--- src/rtl/shift_arbiter.sv ---
// shift_arbiter: round-robin share of one external barrel shifter between two
// requesters. S1 registers the selected request and drives the shifter; S2
// captures the shifter result and presents it with valid/ready backpressure.
module shift_arbiter #(
   parameter int TAG_W = 4
) (
   input  logic             clk,
   input  logic             rst_n,
   input  logic             req0_valid,
   output logic             req0_ready,
   input  logic [1:0]       req0_op,
   input  logic [4:0]       req0_shamt,
   input  logic [31:0]      req0_data,
   input  logic [TAG_W-1:0] req0_tag,
   input  logic             req1_valid,
   output logic             req1_ready,
   input  logic [1:0]       req1_op,
   input  logic [4:0]       req1_shamt,
   input  logic [31:0]      req1_data,
   input  logic [TAG_W-1:0] req1_tag,
   output logic [1:0]       sh_c,
   output logic [4:0]       sh_shamt,
   output logic [31:0]      sh_in,
   input  logic [31:0]      sh_out,
   output logic             res_valid,
   input  logic             res_ready,
   output logic [31:0]      res_data,
   output logic             res_src,
   output logic [TAG_W-1:0] res_tag
);

   logic             op_valid;
   logic [1:0]       op_q;
   logic [4:0]       shamt_q;
   logic [31:0]      data_q;
   logic             src_q;
   logic [TAG_W-1:0] tag_q;
   logic             prio;

   logic s2_load, s1_free, sel0, sel1, grant0, grant1;

   // Pipeline advance and round-robin grant; readies held low during reset.
   always_comb begin
      s2_load = op_valid && (!res_valid || res_ready);
      s1_free = !op_valid || s2_load;
      sel0    = req0_valid && (!req1_valid || !prio);
      sel1    = req1_valid && (!req0_valid || prio);
      grant0  = sel0 && s1_free && rst_n;
      grant1  = sel1 && s1_free && rst_n;
   end

   assign req0_ready = grant0;
   assign req1_ready = grant1;

   assign sh_c     = op_q;
   assign sh_shamt = shamt_q;
   assign sh_in    = data_q;

   // S1 operand register and priority pointer; prio moves only on an accept.
   always_ff @(posedge clk or negedge rst_n) begin
      if (!rst_n) begin
         op_valid <= 1'b0;
         op_q     <= '0;
         shamt_q  <= '0;
         data_q   <= '0;
         src_q    <= 1'b0;
         tag_q    <= '0;
         prio     <= 1'b0;
      end else if (grant0) begin
         op_valid <= 1'b1;
         op_q     <= req0_op;
         shamt_q  <= req0_shamt;
         data_q   <= req0_data;
         src_q    <= 1'b0;
         tag_q    <= req0_tag;
         prio     <= 1'b1;
      end else if (grant1) begin
         op_valid <= 1'b1;
         op_q     <= req1_op;
         shamt_q  <= req1_shamt;
         data_q   <= req1_data;
         src_q    <= 1'b1;
         tag_q    <= req1_tag;
         prio     <= 1'b0;
      end else if (s2_load) begin
         op_valid <= 1'b0;
      end
   end

   // S2 result register: reload from the shifter or retire on handshake.
   always_ff @(posedge clk or negedge rst_n) begin
      if (!rst_n) begin
         res_valid <= 1'b0;
         res_data  <= '0;
         res_src   <= 1'b0;
         res_tag   <= '0;
      end else if (s2_load) begin
         res_valid <= 1'b1;
         res_data  <= sh_out;
         res_src   <= src_q;
         res_tag   <= tag_q;
      end else if (res_valid && res_ready) begin
         res_valid <= 1'b0;
      end
   end

endmodule

--- config.mk ---
export PLATFORM = sky130hd
export DESIGN_NAME = shift_arbiter
export DESIGN_NICKNAME = d
export VERILOG_FILES = /design/src/rtl/shift_arbiter.sv
export SDC_FILE = /design/constraint.sdc
export NUM_CORES = 1
export LEC_CHECK = 0
export CAP_MARGIN = 20
export CORE_ASPECT_RATIO = 0.7
export CORE_MARGIN = 2
export CORE_UTILIZATION = 42
export DETAILED_ROUTE_END_ITERATION = 6
export GPL_TIMING_DRIVEN = 0
export PLACE_DENSITY = 0.9
export SLEW_MARGIN = 10
export SYNTH_ARGS = -nofsm -noshare
export SYNTH_HDL_FRONTEND = slang
export SYNTH_SLANG_ARGS = --single-unit
--- constraint.sdc ---
create_clock -name clk -period 2 [get_ports clk]
set_clock_uncertainty 0.05 [all_clocks]
set_input_delay 0.5 -clock clk [delete_from_list [all_inputs] [get_ports clk]]
set_output_delay 0.5 -clock clk [all_outputs]
set_load 0.005 [all_outputs]
[Word level (Yosys, flattened, before mapping)]
Index checks and enable logic that the tools add are counted.
Word-level totals
  bits in registers: 84
  bits of input ports: 123
  output and inout port bits: 79
  logic and storage cells: 48
Cells by class
  multiplexer cells: 17
  reduce and logical (&&, ||, !) cells: 20
Operators by type and width (count)
  two-way mux 32 bit: 2
  two-way mux 5 bit: 2
  two-way mux 1 bit: 9
  logical AND 1 bit: 8
  two-way mux 4 bit: 2
  logical NOT 1 bit: 5
  logical OR 1 bit: 4
  two-way mux 2 bit: 2
  nonzero test 2 bit: 2
  nonzero test 3 bit: 1

[Depth between registers and ports, before layout]
  depth in word-level cells: 8
  mapped depth: 5

[Worst setup path before layout]
Ideal clock, no wire load.
  path kind: input-to-output
  start point: in req0_valid
  end point: out req0_ready
  arrival time: 1064 ps
  data required time: 1450 ps
  path slack: 386 ps
  cell stages on the path: 4
  cells stage by stage: a21bo_1 -> buf_4 -> buf_6 -> nor2_1
On the way
  cells in the longest elaborated chain, start to end: 3
Ends and longest elaborated chain
  start: declaration: RTL line 9  | input logic req0_valid,
  logical AND 1 bit: RTL line 46  | sel0 = req0_valid && (!req1_valid || !prio);
  logical AND 1 bit (2 in a row): RTL line 48  | grant0 = sel0 && s1_free && rst_n;
  end: declaration: RTL line 10  | output logic req0_ready,
Every way passes these cells.

[Worst setup path after layout]
  start point: in res_ready
  end point: out req1_ready
On the way
  cells in the longest elaborated chain, start to end: 5
Ends and longest elaborated chain
  start: declaration: RTL line 26  | input logic res_ready,
  logical OR 1 bit: RTL line 44  | s2_load = op_valid && (!res_valid || res_ready);
  logical AND 1 bit: RTL line 44
  logical OR 1 bit: RTL line 45  | s1_free = !op_valid || s2_load;
  logical AND 1 bit (2 in a row): RTL line 49  | grant1 = sel1 && s1_free && rst_n;
  end: declaration: RTL line 16  | output logic req1_ready,
Every way passes these cells.

==> results.sh <==
export IMPL_crit_chain="clkdlybuf4s50_1, nand3b_4, nand2_2, nor2_1, buf_2"
export IMPL_die_y_um=82.18
export IMPL_worst_pin_slew_ns=0.4700
export IMPL_htree_levels=3
export IMPL_finalPower_mw=5.725
export IMPL_worst_path_max_fanout=3
export IMPL_grt_overflow_total=0
export IMPL_worstRegToRegCells=6
export IMPL_antenna_found_initial=0
export IMPL_crit_required_ns=1.45
export IMPL_cp_top_family="buffers and inverters"
export IMPL_drt_initial_drc_count=97
export IMPL_antenna_cells=0
export IMPL_insertion_delay_ns=0.33
export IMPL_drive_above_1_share_pct=19.83
export IMPL_ir_drop_v=0.0005399
export IMPL_yosysSeqAreaShare_pct=57.32
export IMPL_place_gp_congestion=0.8323
export IMPL_critPathBufInv=2
export IMPL_netlist_area_mm2=0.003667
export IMPL_synth_area_leaders="dfrtp_1 57%, mux2_2 11%, a2bb2oi_1 9.6%"
export IMPL_leakagePower_nw=2.462
export IMPL_dr_pass1_iters=4
export IMPL_routed_wirelength_um=10990
export IMPL_rsz0062_at_grt="false"
export IMPL_synth_cell_types=23
export IMPL_layout_nets=592
export IMPL_power_density_mw_per_mm2=921.6
export IMPL_antenna_left=0
export IMPL_final_area_mm2=0.006212
export IMPL_grt_max_degree=30
export IMPL_place_area_mm2=0.005854
export IMPL_synth_common_cells="84 x dfrtp_1, 40 x a2bb2oi_1, 40 x o32ai_1, 37 x mux2_2, 12 x buf_6"
export IMPL_fmax_ghz=0.5180
export IMPL_min_period_ns=1.930
export IMPL_finalSetupViolCount=0
export IMPL_path_class="in -> out"
export IMPL_dp_cells=575
export IMPL_finalHoldViolCount=0
export IMPL_fin_tns_setup_ns=0
export IMPL_grt_pass1_vias=3213
export IMPL_synth_top_area_share_pct=57.32
export IMPL_crit_path_top_delay_cell="clkdlybuf4s50_1"
export IMPL_wire_per_inst_um=18.49
export IMPL_synth_edf_count=0
export IMPL_cap_viol_max_count=0
export IMPL_grt_util_all_layers_pct=22.84
export IMPL_dp_slack_ns=-0.7439
export IMPL_cts_clk_slew_worst_paths_ns=0.06
export IMPL_core_area_mm2=0.008478
export IMPL_area_delta_synth_final_pct=69.40
export IMPL_clock_root_buffer="clkbuf_16"
export IMPL_ys_ff_latch=84
export IMPL_timing_final_ws_setup_ns=0.06952
export IMPL_final_cells=594
export IMPL_nFillCells=573
export IMPL_cp_start_kind="input pin"
export IMPL_hpwl_um=8122
export IMPL_finalMaxSlewViolations=0
export IMPL_die_area_mm2=0.009507
export IMPL_dieWidth_um=115.7
export IMPL_synth_cells=253
export IMPL_rr_startpoint="op_valid"
export IMPL_synth_nets=376
export IMPL_viasPerCell=5.298
export IMPL_hold_path_class="in -> async"
export IMPL_fin_crit_sh_pct=96.52
export IMPL_grt_pass1_wl_um=16440
export IMPL_pin_count=202
export IMPL_synth_main_ff_cell="dfrtp_1"
export IMPL_rows=28
export IMPL_num_vias=3147
export IMPL_cp_end_kind="output port"
export IMPL_yosysWarnings=0
export IMPL_cts_tree="yes"
export IMPL_slew_headroom_pct=68.66
export IMPL_portBuffers=201
export IMPL_syn_avg_cell_area_um2=14.50
export IMPL_async_reset_ff_share_pct=100.0
export IMPL_drc=0
export IMPL_yosysMostFrequentCell="dfrtp_1"
export IMPL_reg2reg_slack_ns=0.50
export IMPL_numCtsBuffers=9
export IMPL_start_util_pct=43.26
export IMPL_cts_sink_count=84
export IMPL_reg2reg_to="sh_in[22]"
export IMPL_cts_buffer_depth=2
export IMPL_arrival_ns=1.38
export IMPL_status="complete, no violations"
export IMPL_max_stage_delay_ns=0.47
export IMPL_synth_area_leader_cell="dfrtp_1"
kinds of logic (layout without fill, tap and decap cells):
group / count (synthesis) / count (layout) / synth area share [%]
buffers and inverters: 28 / 249 / 6.312
AND/OR/NAND/NOR: 13 / 13 / 2.354
multiplexers: 37 / 37 / 11.36
AO/OA/AOI/OAI: 91 / 91 / 22.65
flip-flops: 84 / 84 / 57.32
sequential cells by signal, indices dropped and copies added (netlist names):
register   cells
sh_c           2
sh_in         32
src_q          1
sh_shamt       5
tag_q          4
res_src        1
res_tag        4
res_valid      1
prio           1
op_valid       1
res_data      32
report_power, final:
part           internal, mW  switching, mW  total, mW
registers              2.06          0.206       2.27
clock network         0.966          0.634       1.60
logic                  1.24          0.611       1.86
per-layer routing:
layer / vias to the layer above / track usage, % / wire, µm
met4: 0 / 8.095 / 208
met5: - / 0 / 0
li1: 1450 / - / -
met1: 1532 / 27.61 / 4519
met3: 23 / 8.686 / 982
met2: 142 / 37.89 / 5275
final cells by class:
cell class	instances	area [µm²]	area share, %
Inverter	1	3.754	0.06042
Buffer	26	220.2	3.545
Clock inverter	4	50.05	0.8056
Multi-Input combinational cell	141	1346	21.67
Tap cell	120	150.1	2.417
Clock buffer	12	236.5	3.807
Sequential cell	84	2102	33.84
Timing Repair Buffer	206	2103	33.86
stage by stage:
stage,hold slack (ns),util [%]
3_3_place_gp,0.4214,68.76
3_5_place_dp,0.4178,69.05
2_1_floorplan,0.1544,-
4_1_cts,0.06762,73.20
5_1_grt,0.08176,73.27
6_report,0.07885,73.27
repair_timing:
| action | in CTS | in global routing |
|---|---|---|
| hold buffers | 2 | 0 |
| pin swaps | 1 | 1 |
| resized for setup | 17 | 2 |
| hold endpoints to repair | 6 | 0 |
| setup endpoints to repair | 2 | 1 |
| setup buffers | 1 | 0 |
| cloned | 1 | 0 |
worst register-to-register path: cells and delay by family (launching register included):
kind / cells / cell delay (ns)
compound gates: 1 / 0.23
flops: 1 / 0.42
buf+inv: 3 / 0.47
simple gates: 2 / 0.22
cells in the final DEF (no fill, tap or decap), types with 2 or more instances in the layout:
master / instances
clkdlybuf4s50_1: 196
dfrtp_1: 84
o32ai_1: 40
a2bb2oi_1: 40
mux2_2: 37
buf_6: 13
buf_4: 9
clkbuf_16: 9
clkbuf_1: 7
buf_2: 4
o32ai_2: 3
a2bb2oi_2: 3
nand2_2: 2
nor2b_1: 2
nand2b_1: 2
a31oi_1: 2
clkinvlp_4: 2
clkdlybuf4s15_2: 2
worst max-delay path by stage:
| stage | depth (start not counted) | slack [ns] | start | endpoint |
|---|---|---|---|---|
| after floorplan | 4 | 0.39 | req0_valid | req0_ready |
| after global placement | 4 | -3.47 | rst_n | req1_ready |
| after detailed placement | 6 | -0.74 | req0_valid | req0_ready |
| after CTS | 5 | 0.05 | res_ready | req0_ready |
| after global routing | 5 | 0.01 | res_ready | req0_ready |
| final | 5 | 0.07 | res_ready | req1_ready |
No activity file was read; power rests on OpenSTA's default activity.
